--- src/rtl/paritygen.sv ---
// paritygen -- serial odd-parity generator.
//
// Captures an N-bit word on an accepted start and folds it into a parity bit
// one bit per clock, LSB first. The result is ~^b: 1 when the word holds an
// even number of ones.
//
// Ports:
//   clock   in   1   rising-edge clock for all state
//   reset   in   1   synchronous, active-high reset
//   start   in   1   request pulse; b is captured on the accepting edge
//   b       in   N   data word
//   parity  out  1   registered parity of the last completed word
//   ready   out  1   registered; high while parity is valid for the latest word
module paritygen #(
    parameter int N = 32
) (
    input  logic         clock,
    input  logic         reset,
    input  logic         start,
    input  logic [N-1:0] b,
    output logic         parity,
    output logic         ready
);

    localparam int CW = $clog2(N + 1);

    typedef enum logic [1:0] {
        IDLE = 2'd0,
        BUSY = 2'd1,
        DONE = 2'd2
    } state_t;

    state_t        state_q, state_d;
    logic [N-1:0]  shreg_q, shreg_d;
    logic [CW-1:0] cnt_q,   cnt_d;
    logic          acc_q,   acc_d;
    logic          parity_q, parity_d;
    logic          ready_q,  ready_d;

    always_ff @(posedge clock) begin
        if (reset) begin
            state_q  <= IDLE;
            shreg_q  <= '0;
            cnt_q    <= '0;
            acc_q    <= 1'b0;
            parity_q <= 1'b0;
            ready_q  <= 1'b0;
        end else begin
            state_q  <= state_d;
            shreg_q  <= shreg_d;
            cnt_q    <= cnt_d;
            acc_q    <= acc_d;
            parity_q <= parity_d;
            ready_q  <= ready_d;
        end
    end

    always_comb begin
        state_d  = state_q;
        shreg_d  = shreg_q;
        cnt_d    = cnt_q;
        acc_d    = acc_q;
        parity_d = parity_q;
        ready_d  = ready_q;

        unique case (state_q)
            IDLE, DONE: begin
                if (start) begin
                    shreg_d = b;
                    // Seeding with 1 makes the fold produce odd parity (~^b).
                    acc_d   = 1'b1;
                    cnt_d   = CW'(N);
                    ready_d = 1'b0;
                    state_d = BUSY;
                end
            end
            BUSY: begin
                // start is deliberately ignored here.
                acc_d   = acc_q ^ shreg_q[0];
                shreg_d = shreg_q >> 1;
                cnt_d   = cnt_q - CW'(1);
                if (cnt_q == CW'(1)) begin
                    // Last bit: publish the folded value directly rather than
                    // waiting a cycle for acc_q to settle.
                    parity_d = acc_q ^ shreg_q[0];
                    ready_d  = 1'b1;
                    state_d  = DONE;
                end
            end
            default: state_d = IDLE;
        endcase
    end

    assign parity = parity_q;
    assign ready  = ready_q;

endmodule

--- config.mk ---
export PLATFORM = sky130hd
export DESIGN_NAME = paritygen
export DESIGN_NICKNAME = d
export VERILOG_FILES = /design/src/rtl/paritygen.sv
export SDC_FILE = /design/constraint.sdc
export NUM_CORES = 1
export LEC_CHECK = 0
export BUFFER_PORTS_ARGS = -buffer_cell sky130_fd_sc_hd__buf_2
export CELL_PAD_IN_SITES_DETAIL_PLACEMENT = 0
export CELL_PAD_IN_SITES_GLOBAL_PLACEMENT = 1
export CORE_ASPECT_RATIO = 1.4
export CORE_MARGIN = 2
export CORE_UTILIZATION = 45
export CTS_BUF_LIST = sky130_fd_sc_hd__clkbuf_8
export CTS_CLUSTER_DIAMETER = 60
export DETAILED_ROUTE_END_ITERATION = 8
export PLACE_DENSITY = 0.85
export SKIP_CTS_REPAIR_TIMING = 1
export SLEW_MARGIN = 20
export SYNTH_ARGS = -nofsm -noshare
export SYNTH_HDL_FRONTEND = slang
export SYNTH_SLANG_ARGS = --single-unit
--- constraint.sdc ---
create_clock -name clock -period 4 [get_ports clock]
set_clock_uncertainty 0.1 [all_clocks]
set_input_delay 0.4 -clock clock [delete_from_list [all_inputs] [get_ports clock]]
set_output_delay 0.4 -clock clock [all_outputs]
set_load 0.01 [all_outputs]
* Word level (Yosys, flattened, before mapping) *
Cells that the tools add are included.

storage, ports and cells
  register bits after elaboration = 43
  output and inout bits = 2
  word-level logic and storage cells = 32

operators by class
  add/sub/neg operators = 1
  eq/ne operators = 5
  muxes and demuxes = 12
  bitwise gates (word level) = 1
  reduce and logical (&&, ||, !) cells = 7

operators by type and width
  cell                                               count
  one-hot mux 32 bit (2 select lines)                1
  2-to-1 mux 32 bit                                  1
  one-hot mux 6 bit (2 select lines)                 1
  == test 6 x 1 -> 1 bit (second input constant)     1
  2-to-1 mux 6 bit                                   1
  AND reduction 2 bit                                3
  subtractor 6 x 1 -> 6 bit (second input constant)  1
  2-to-1 mux 2 bit                                   2
  != test 2 bit (second input constant)              2
  one-hot mux 1 bit (2 select lines)                 2
  one-hot mux 2 bit (2 select lines)                 1
  2-to-1 mux 1 bit                                   3
  AND reduction 3 bit                                1
  == test 2 x 1 -> 1 bit (second input constant)     1
  == test 2 bit (second input constant)              1
  zero test 2 bit                                    1
  nonzero test 2 bit                                 1
  OR reduction 2 bit                                 1
  bitwise XOR 1 bit                                  1

* Longest topological paths before layout *
Gate-level depths: netlist (run 1).

  depth in word-level cells = 4
  gate-level depth with buffers = 5
  depth with buffers taken out = 5

* Least setup slack after synthesis (run 1) *
OpenSTA, ideal clock, no wires.

  path type = reg-to-reg
  from = register cnt_q[2]
  to = register parity_q, in the netlist parity
  setup time = 0.121 ns
  arrival time = 1.388 ns
  required time = 3.779 ns
  slack = 2.391 ns
  stages on the path, launching flop included = 4
  buffers on the path = 0
  cell sequence = dfxtp_1 > or3_4 > or3_4 > mux2_4

between the ends
  longest elaborated chain between the ends = 2

ends and longest elaborated chain
  element                               RTL line  source
  start: declaration                    35        logic [CW-1:0] cnt_q, cnt_d;
  start signal: assignment              51        cnt_q <= cnt_d;
  == test 6 x 1 -> 1 bit                82        if (cnt_q == CW'(1)) begin
  AND reduction 2 bit (no source line)  --
  end signal: assignment                53        parity_q <= parity_d;
  end: declaration                      37        logic parity_q, parity_d;

No other way between the ends.
A chain may end at the register's enable or synchronous reset.

* Final worst setup path (run 1) *
  from = register state_q[0]
  to = register parity_q, in the netlist parity

between the ends
  longest elaborated chain between the ends = 2

ends and longest elaborated chain
  element                               RTL line  source
  start: declaration                    33        state_t state_q, state_d;
  start signal: assignment              49        state_q <= state_d;
  == test 2 x 1 -> 1 bit                66        unique case (state_q)
  AND reduction 2 bit (no source line)  --

No other way between the ends.

==> metrics.txt, run 1 <==
row count=26; share of cells above drive strength 1=0.237; Clock Path Buffers=2; Max VDD drop=0.000324 V; first-pass GRT wire length=slightly above 7000 um; initial DRC count=80; Highest Clock Rate=around 470 MHz; crit path kind=reg2reg; clk slew on worst S/H paths=about 80 ps; CTS buffer count=5; Die Ht=just under 80 um; Yosys warning count=0; min Tclk post-route=between 2000 and 2500 ps; Clock Root Buffer=clkbuf_8; slew margin rel.=0.480; syn_area_per_cell=between 8 and 9 um^2; Worst path slowest cell=dfxtp_1; Skew-Pair Late Insertion Delay=300 ps; Setup TNS Final=0 ps; Seq/Total Area, Yosys=0.488; commonest register cell after synthesis=dfxtp_1; P&R area growth vs syn=18.1%; PD cells=~500 nW/um^2; PortBufs=36; Mapped Cells=slightly above 200; post-route design area=between 2000 and 2500 um^2; Yosys reg bits=between 40 and 50; endpoints failing hold=0; pin count of the biggest net entering global routing=45; area leader, netlist=dfxtp_1; area of the die=approximately 4400 um^2; met1 Resource Use GR=0.204; Via density=between 5 and 6; busiest grt layer=met2; crit path max fanout=21; Worst Hold Margin=slightly below 300 ps; final setup vio count=0; startpoint types=register; run status=completed; max_cap viols=0; post-route clock period utilization=0.527; gpl congestion=a little under 0.7; CTS tree=yes; Routed WL per cell=around 14 um; Worst Max-Slew Pin Slew=780 ps; Final Slew Violations=0; initial antenna violation count=0; placed cell area=between 1500 and 2000 um^2; initial core utilization=0.476; crit-path cells=nand2b_1, buf_4, or3_4, mux2_4; grt met3 use=0.0511; TritonRoute pass-1 iters=4; Routed Antenna Nets=0; met2 GRT Util=0.370; Post-DP HPWL=2660 um; Netlist cell types=30; Synth top area share=0.488; Setup crit end kind=register; detailed-route via count=1617; Syn Nets=approximately 240; core area=about 3700 um^2; Async S/R FF share, synth=0; total congestion overflow=0; R2R Setup Slk=1890 ps; number of global-route vias before repair=roughly 1700; diode count=0; top cells by area, synth=dfxtp_1 (49%), nor3_1 (17%), o22ai_1 (11%); final WL=between 3000 and 4000 um; CP arrival=2190 ps; FILL cells=around 350; Post-Syn Area=between 1500 and 2000 um^2; Final Power=around 0.0011 W; EDFF count, synth=0; I/O pin count=37; WP data required=about 4000 ps; Critical Path Max Stage Delay=about 450 ps; die width=approximately 57 um; RSZ-0062 raised after global routing=no; leak pwr=0.813 nW; Post-route DRC=0; Final #Nets=roughly 270; worst min-delay path class=in2reg; htree depth=2; Num Clock Sinks=43; total track usage=0.197
power by group:
| group | total [W] | leakage (nW) | switching (W) | internal [W] |
|---|---|---|---|---|
| Sequential | 0.000502 | 0.356 | 0.0000284 | 0.000474 |
| Combinational | 0.000175 | 0.388 | 0.0000947 | 0.0000805 |
| Clock | 0.000394 | 0.0695 | 0.000147 | 0.000247 |
cell families (layout without fill, tap and decap cells):
kind of cell / count (synthesis) / count (layout) / synth area share
and+or+nand+nor: 87 / 87 / 0.261
AOI/OAI and AO/OA: 46 / 46 / 0.160
DFF: 43 / 43 / 0.488
buffers and inverters: 23 / 50 / 0.0517
muxes: 3 / 3 / 0.0206
adders and majority gates: 2 / 2 / 0.0142
xor gates and xnor gates: 1 / 1 / 0.00496
worst max-delay path, delay by kind of cell, from the launching register on:
| kind | cells | cell delay, ps |
|---|---|---|
| DFF | 1 | 450 |
| muxes | 1 | 300 |
| buffers and inverters | 1 | 350 |
| and+or+nand+nor | 2 | 800 |
registers in the layout, indices dropped and copies added (netlist names):
register / cells
ready: 1
cnt_q: 6
acc_q: 1
shreg_q: 32
state_q: 2
parity: 1
layout make-up:
cell class                      instances  area (um^2)  area share
Sequential cell                        43          861       0.413
Multi-Input combinational cell        139          821       0.394
Timing Repair Buffer                   40          210       0.101
Clock buffer                            5         68.8      0.0330
Clock inverter                          3         63.8      0.0306
Tap cell                               42         52.6      0.0252
Inverter                                2         7.51     0.00360
layout by cell type (no fill, tap or decap), drive strengths merged:
master	count
nand3b	1
nand2b	4
or3	4
nand3	3
o21ai	2
nor2b	3
o21a	1
or4	1
dfxtp	43
o311ai	1
or4b	1
a311oi	1
bufinv	2
mux2	2
a21oi	8
xnor2	1
clkbuf	5
or2	1
inv	3
buf	40
mux2i	1
ha	2
nor2	3
o22ai	30
a31oi	2
nor3	61
o211ai	1
nand2	5
stage by stage:
step	utilization	setup slack, ps	cells
floorplan	-	2390	205
global placement	0.526	1940	266
CTS	0.561	1850	274
detailed placement	0.526	1860	266
global route	0.562	1800	274
finish	0.562	1890	274
Yosys cell counts, types with 3 or more instances:
| cell type | number |
|---|---|
| nor3_1 | 61 |
| dfxtp_1 | 43 |
| o22ai_1 | 30 |
| clkbuf_1 | 15 |
| a21oi_1 | 8 |
| nand2_1 | 5 |
| buf_2 | 4 |
| nand2b_1 | 4 |
| nand3_1 | 3 |
| nor2_1 | 3 |
| nor2b_1 | 3 |
metal layers:
metal  part of all wire  wire, um
met3              0.043       171
met2               0.51      2020
met4              0.015        59
met1               0.43      1710
met5                  0         0
worst paths after layout:
| kind | start | endpoint | cells after the start |
|---|---|---|---|
| worst max register to register | state_q[0]$_SDFFE_PP0P_ | parity$_SDFFE_PP0P_ | 4 |
| worst min register to register | ready$_SDFFE_PP0P_ | ready$_SDFFE_PP0P_ | 2 |
| worst max-delay path | state_q[0]$_SDFFE_PP0P_ | parity$_SDFFE_PP0P_ | 4 |
| worst min-delay path | b[30] | shreg_q[30]$_SDFFE_PP0P_ | 3 |
Power figures use the tool's default switching activity.
==> run 2, diff against run 1 <==
--- a/config.mk
+++ b/config.mk
@@ -10,11 +10,11 @@
 export CELL_PAD_IN_SITES_GLOBAL_PLACEMENT = 1
 export CORE_ASPECT_RATIO = 1.4
 export CORE_MARGIN = 2
-export CORE_UTILIZATION = 45
+export CORE_UTILIZATION = 37
 export CTS_BUF_LIST = sky130_fd_sc_hd__clkbuf_8
 export CTS_CLUSTER_DIAMETER = 60
 export DETAILED_ROUTE_END_ITERATION = 8
-export PLACE_DENSITY = 0.85
+export PLACE_DENSITY = 0.74
 export SKIP_CTS_REPAIR_TIMING = 1
 export SLEW_MARGIN = 20
 export SYNTH_ARGS = -nofsm -noshare
==> constraint.sdc (replaced) <==
create_clock -name clock -period 1.8 [get_ports clock]
set_clock_uncertainty 0.1 [all_clocks]
set_input_delay 0.18 -clock clock [delete_from_list [all_inputs] [get_ports clock]]
set_output_delay 0.18 -clock clock [all_outputs]
set_load 0.01 [all_outputs]
==> run 2 against run 1 <==
Effect of this change:
- count of clock-buffer cells in the layout increased by 1
- total power rose by 120%
- highest routed layer unchanged
- wire length is 2.8% higher
- utilization shrank 9.2 points
- die area increased by 20%
- critical path depth is 1 lower
- combinational power grew 140%
- largest cell class unchanged
- global-route usage shrank 3.6 points
- via count shrank 1.1%
- largest power group unchanged
==> metrics.txt, run 2 (synthesized netlist as in run 1, its figures left out) <==
PD cells=1070 nW/um^2; core area=roughly 4600 um^2; Final Util=0.470; detailed-route via count=1600; Final #Nets=between 200 and 300; total track usage=0.161; Die Ht=85.7 um; number of global-route vias before repair=around 1500; Worst path slowest cell=or3_4; Clock Root Buffer=clkbuf_8; sw frac=0.262; most frequent cell on the critical path=or3_4; Post-route DRC=0; CTS buffer count=5; run status=completed; CTS tree=yes; TritonRoute pass-1 iters=4; Routed Antenna Nets=0; Worst Max-Slew Pin Slew=about 350 ps; share of cells above drive strength 1=0.250; Most flops, register=shreg_q; Setup crit end kind=register; row count=29; Via density=5.37; critical path's top delay family=simple AND/OR/NAND/NOR gates; switching power=between 0.0006 and 0.0007 W; crit path max fanout=7; Routed WL per cell=13.7 um; total congestion overflow=0; gpl congestion=0.700; placed cell area=slightly above 2000 um^2; crit-path cells=or3_4, or3_4, mux2_4; post-route setup slack=between 100 and 150 ps; max_cap viols=0; post-route clock period utilization=0.929; most used cells in the layout excluding fill and tap cells=nor3_1 (61), dfxtp_1 (43), buf_2 (36), o22ai_1 (30), a21oi_1 (8); final setup vio count=0; area of the die=approximately 5300 um^2; I/O pin count=37; Clock Path Buffers=2; diode count=0; leak pwr=0.831 nW; first-pass GRT wire length=~6900 um; WP data required=around 1900 ps; Final Slew Violations=0; Largest regs=shreg_q (32), cnt_q (6), state_q (2); Worst Hold Margin=roughly 78 ps; endpoints failing hold=0; clock network fraction of total power=0.338; Critical Path Max Stage Delay=between 400 and 500 ps; part of the power in registers=0.483; max FFs per register=32; worst min-delay path class=in2reg; Internal=around 0.0017 W; die width=about 62 um; PortBufs=36; initial antenna violation count=0; Critical Path Start=cnt_q[2]$_SDFFE_PP0P_; RSZ-0062 raised after global routing=no; CP bufs+invs=0; Setup TNS Final=0 ps; Comb pwr share=0.179; most common cell after layout, fill and taps aside=nor3_1; worst reg2reg startpoint=cnt_q[2]$_SDFFE_PP0P_; htree depth=2; pre-CTS setup slack=146 ps; Max VDD drop=between 0.0004 and 0.0005 V; slew margin rel.=0.767; post-route design area=about 2100 um^2; startpoint types=register; Num Clock Sinks=43; initial core utilization=0.386; initial DRC count=between 50 and 60; CP arrival=between 1500 and 2000 ps; Post-DP HPWL=roughly 2700 um; hold_sp=start; clk slew on worst S/H paths=80 ps; FILL cells=about 480; crit path kind=reg2reg; Skew-Pair Late Insertion Delay=approximately 300 ps; P&R area growth vs syn=21.6%; Highest Clock Rate=approximately 600 MHz; min Tclk post-route=1670 ps; pin count of the biggest net entering global routing=36; final WL=4070 um
run 2: worst reg2reg max path, delay by kind of cell, from the launching register on:
| kind | cells | cell delay [ps] |
|---|---|---|
| multiplexers | 1 | 300 |
| AND/OR/NAND/NOR | 2 | 810 |
| flip-flops | 1 | 360 |
run 2: stage by stage:
| step | cells | power, W |
|---|---|---|
| floorplan | 205 | 0.00142 |
| global placement | 290 | 0.00154 |
| detailed placement | 290 | 0.00155 |
| CTS | 298 | 0.00233 |
| global route | 298 | 0.00243 |
| finish | 298 | 0.00230 |
run 2: layer usage:
layer	vias up	routed length, um	track usage
met1	747	1800	0.192
met4	0	57	0.0667
met2	25	2090	0.285
met5	-	0	0
li1	823	-	-
met3	5	120	0.0328
run 2: final timing paths:
path	endpoint	slack [ps]	depth (start not counted)
setup / recovery	parity$_SDFFE_PP0P_	130	3
hold / removal	state_q[1]$_SDFFE_PP0P_	80	4
setup reg to reg	parity$_SDFFE_PP0P_	130	3
hold reg to reg	ready$_SDFFE_PP0P_	370	2
run 2: power groups by stage:
stage	combinational [W]	sequential (W)	clock, W
6_report	0.000412	0.00111	0.000778
5_1_grt	0.000460	0.00113	0.000845
4_1_cts	0.000417	0.00111	0.000803
3_5_place_dp	0.000415	0.00113	0
3_3_place_gp	0.000412	0.00113	0
2_1_floorplan	0.000299	0.00112	0
run 2: final cells by class:
cell class / instances / area [um^2] / share of cell area
multi-input cells: 139 / 818 / 0.381
repair buffers: 44 / 265 / 0.124
well taps: 62 / 77.6 / 0.0361
clock buffers: 6 / 82.6 / 0.0385
inverters: 2 / 7.51 / 0.00350
clock inverters: 2 / 35.0 / 0.0163
flip-flops and latches: 43 / 861 / 0.401
==> run 3, diff against run 2 <==
--- a/config.mk
+++ b/config.mk
@@ -8,7 +8,6 @@
 export BUFFER_PORTS_ARGS = -buffer_cell sky130_fd_sc_hd__buf_2
 export CELL_PAD_IN_SITES_DETAIL_PLACEMENT = 0
 export CELL_PAD_IN_SITES_GLOBAL_PLACEMENT = 1
-export CORE_ASPECT_RATIO = 1.4
 export CORE_MARGIN = 2
 export CORE_UTILIZATION = 37
 export CTS_BUF_LIST = sky130_fd_sc_hd__clkbuf_8
==> run 3 against run 2 <==
Effect of this change:
- final area is 0.47% lower
- worst setup slack better by 1.0 ps
- clock power is 24% lower
- hold slack better by 3.4 ps
- combinational power is 4% higher
- global-route usage is 0.58 points higher
- total power is 7.6% lower
- register-to-register slack hardly changed
- sequential power hardly changed
- first-iteration DRC count is 29% higher
- largest power group unchanged
==> metrics.txt, run 3 (synthesized netlist as in run 1, its figures left out) <==
Post-route DRC=0; most used cells in the layout excluding fill and tap cells=nor3_1 (61), dfxtp_1 (43), buf_2 (36), o22ai_1 (30), a21oi_1 (8); Routed WL per cell=around 14 um; worst reg2reg startpoint=cnt_q[2]$_SDFFE_PP0P_; Setup crit end kind=register; post-route clock period utilization=0.929; Worst Max-Slew Pin Slew=303 ps; clk slew on worst S/H paths=approximately 80 ps; pre-CTS setup slack=143 ps; max_cap viols=0; Max VDD drop=roughly 0.00048 V; diode count=0; gpl congestion=around 0.7; row count=25; Worst R2R End=parity$_SDFFE_PP0P_; I/O pin count=37; Final Slew Violations=0; most common cell after layout, fill and taps aside=nor3_1; die width=between 70 and 80 um; clock network fraction of total power=0.277; Worst Hold Margin=81.5 ps; post-route setup slack=128 ps; Setup TNS Final=0 ps; initial DRC count=75; min Tclk post-route=approximately 1700 ps; endpoints failing hold=0; Routed Antenna Nets=0; Clock Path Buffers=2; Comb pwr share=0.201; R2R Setup Slk=approximately 130 ps; number of global-route vias before repair=~1500; WHS Endpoint=state_q[1]$_SDFFE_PP0P_; P&R area growth vs syn=21.0%; RSZ-0062 raised after global routing=no; post-route design area=between 2000 and 2500 um^2; switching power=approximately 0.00060 W; share of cells above drive strength 1=0.249; PD cells=between 900 and 1000 nW/um^2; max FFs per register=32; CP arrival=between 1500 and 2000 ps; total track usage=0.167; crit path max fanout=7; part of the power in registers=0.522; htree depth=2; pin count of the biggest net entering global routing=35; Clock Root Buffer=clkbuf_8; PortBufs=36; startpoint types=register; Num Clock Sinks=43; run status=completed; Register-to-Register Path Depth=3; slew margin rel.=0.795; worst min-delay path class=in2reg; CTS tree=yes; Via density=5.46; area of the die=between 5000 and 6000 um^2; crit path kind=reg2reg; met1 Resource Use GR=0.219; sw frac=0.282; busiest grt layer=met2; met2 GRT Util=0.258; hold_sp=start; Post-DP HPWL=2600 um; Skew-Pair Late Insertion Delay=between 200 and 300 ps; Largest regs=shreg_q (32), cnt_q (6), state_q (2); final WL=approximately 4000 um; WHS Path Cells=4; total congestion overflow=0; initial antenna violation count=0; TritonRoute pass-1 iters=4; final setup vio count=0; placed cell area=~2000 um^2; grt met3 use=0.0511; WP data required=between 1500 and 2000 ps; core area=about 4700 um^2; Final #Nets=~270; CTS buffer count=5; first-pass GRT wire length=6890 um; Highest Clock Rate=approximately 600 MHz; leak pwr=0.830 nW; detailed-route via count=~1600; Die Ht=~73 um; Most flops, register=shreg_q; initial core utilization=0.379; Internal=around 0.0015 W
-- run 3: cell types whose count changed in the layout (fill, tap and decap cells not counted) --
cell        delta
buf_4          -1
clkbuf_8       -1
buf_12         +2
inv_1          +1
bufinv_16      -1
clkinvlp_4     +1
-- run 3: metrics by stage --
stage,std cells,power [W],util
after detailed placement,283,0.00156,0.440
after global routing,291,0.00226,0.459
final,291,0.00213,0.459
after floorplan,205,0.00142,-
after CTS,291,0.00216,0.459
after global placement,283,0.00156,0.440
-- run 3: worst max-delay path by stage --
stage	cells after the start	slack (ps)	from	end
6_report	3	130	cnt_q[2]$_SDFFE_PP0P_	parity$_SDFFE_PP0P_
5_1_grt	3	80	cnt_q[2]$_SDFFE_PP0P_	parity$_SDFFE_PP0P_
4_1_cts	3	130	cnt_q[2]$_SDFFE_PP0P_	parity$_SDFFE_PP0P_
3_5_place_dp	3	140	cnt_q[2]$_SDFFE_PP0P_	parity$_SDFFE_PP0P_
3_3_place_gp	3	160	cnt_q[2]$_SDFFE_PP0P_	parity$_SDFFE_PP0P_
2_1_floorplan	3	190	cnt_q[2]$_SDFFE_PP0P_	parity$_SDFFE_PP0P_
-- run 3: area by class of cell --
cell class / count / area [um^2]
timing repair buffer: 45 / 298
tap: 54 / 67.6
sequential: 43 / 861
fill: 462 / 2520
clock inverter: 3 / 16.3
clock buffer: 5 / 68.8
inverter: 2 / 7.51
multi-input combinational: 139 / 818
-- run 3: worst max-delay path, cell delays in order, from the launching register on --
cell and delay, ps:
dfxtp_1 360, or3_4 410, or3_4 400, mux2_4 300
-- run 3: per-layer routing --
metal | vias to the layer above | wire [um] | part of all wire
met5 | - | 0 | 0
met4 | 0 | 67 | 0.017
met3 | 5 | 149 | 0.037
met2 | 28 | 1830 | 0.45
met1 | 730 | 2000 | 0.49
li1 | 826 | - | -
-- run 3: power groups by stage --
stage	clock network, W	logic [W]	registers (W)
floorplan	0	0.000299	0.00112
global placement	0	0.000425	0.00113
detailed placement	0	0.000430	0.00113
CTS	0.000614	0.000433	0.00111
global route	0.000653	0.000478	0.00113
finish	0.000589	0.000428	0.00111
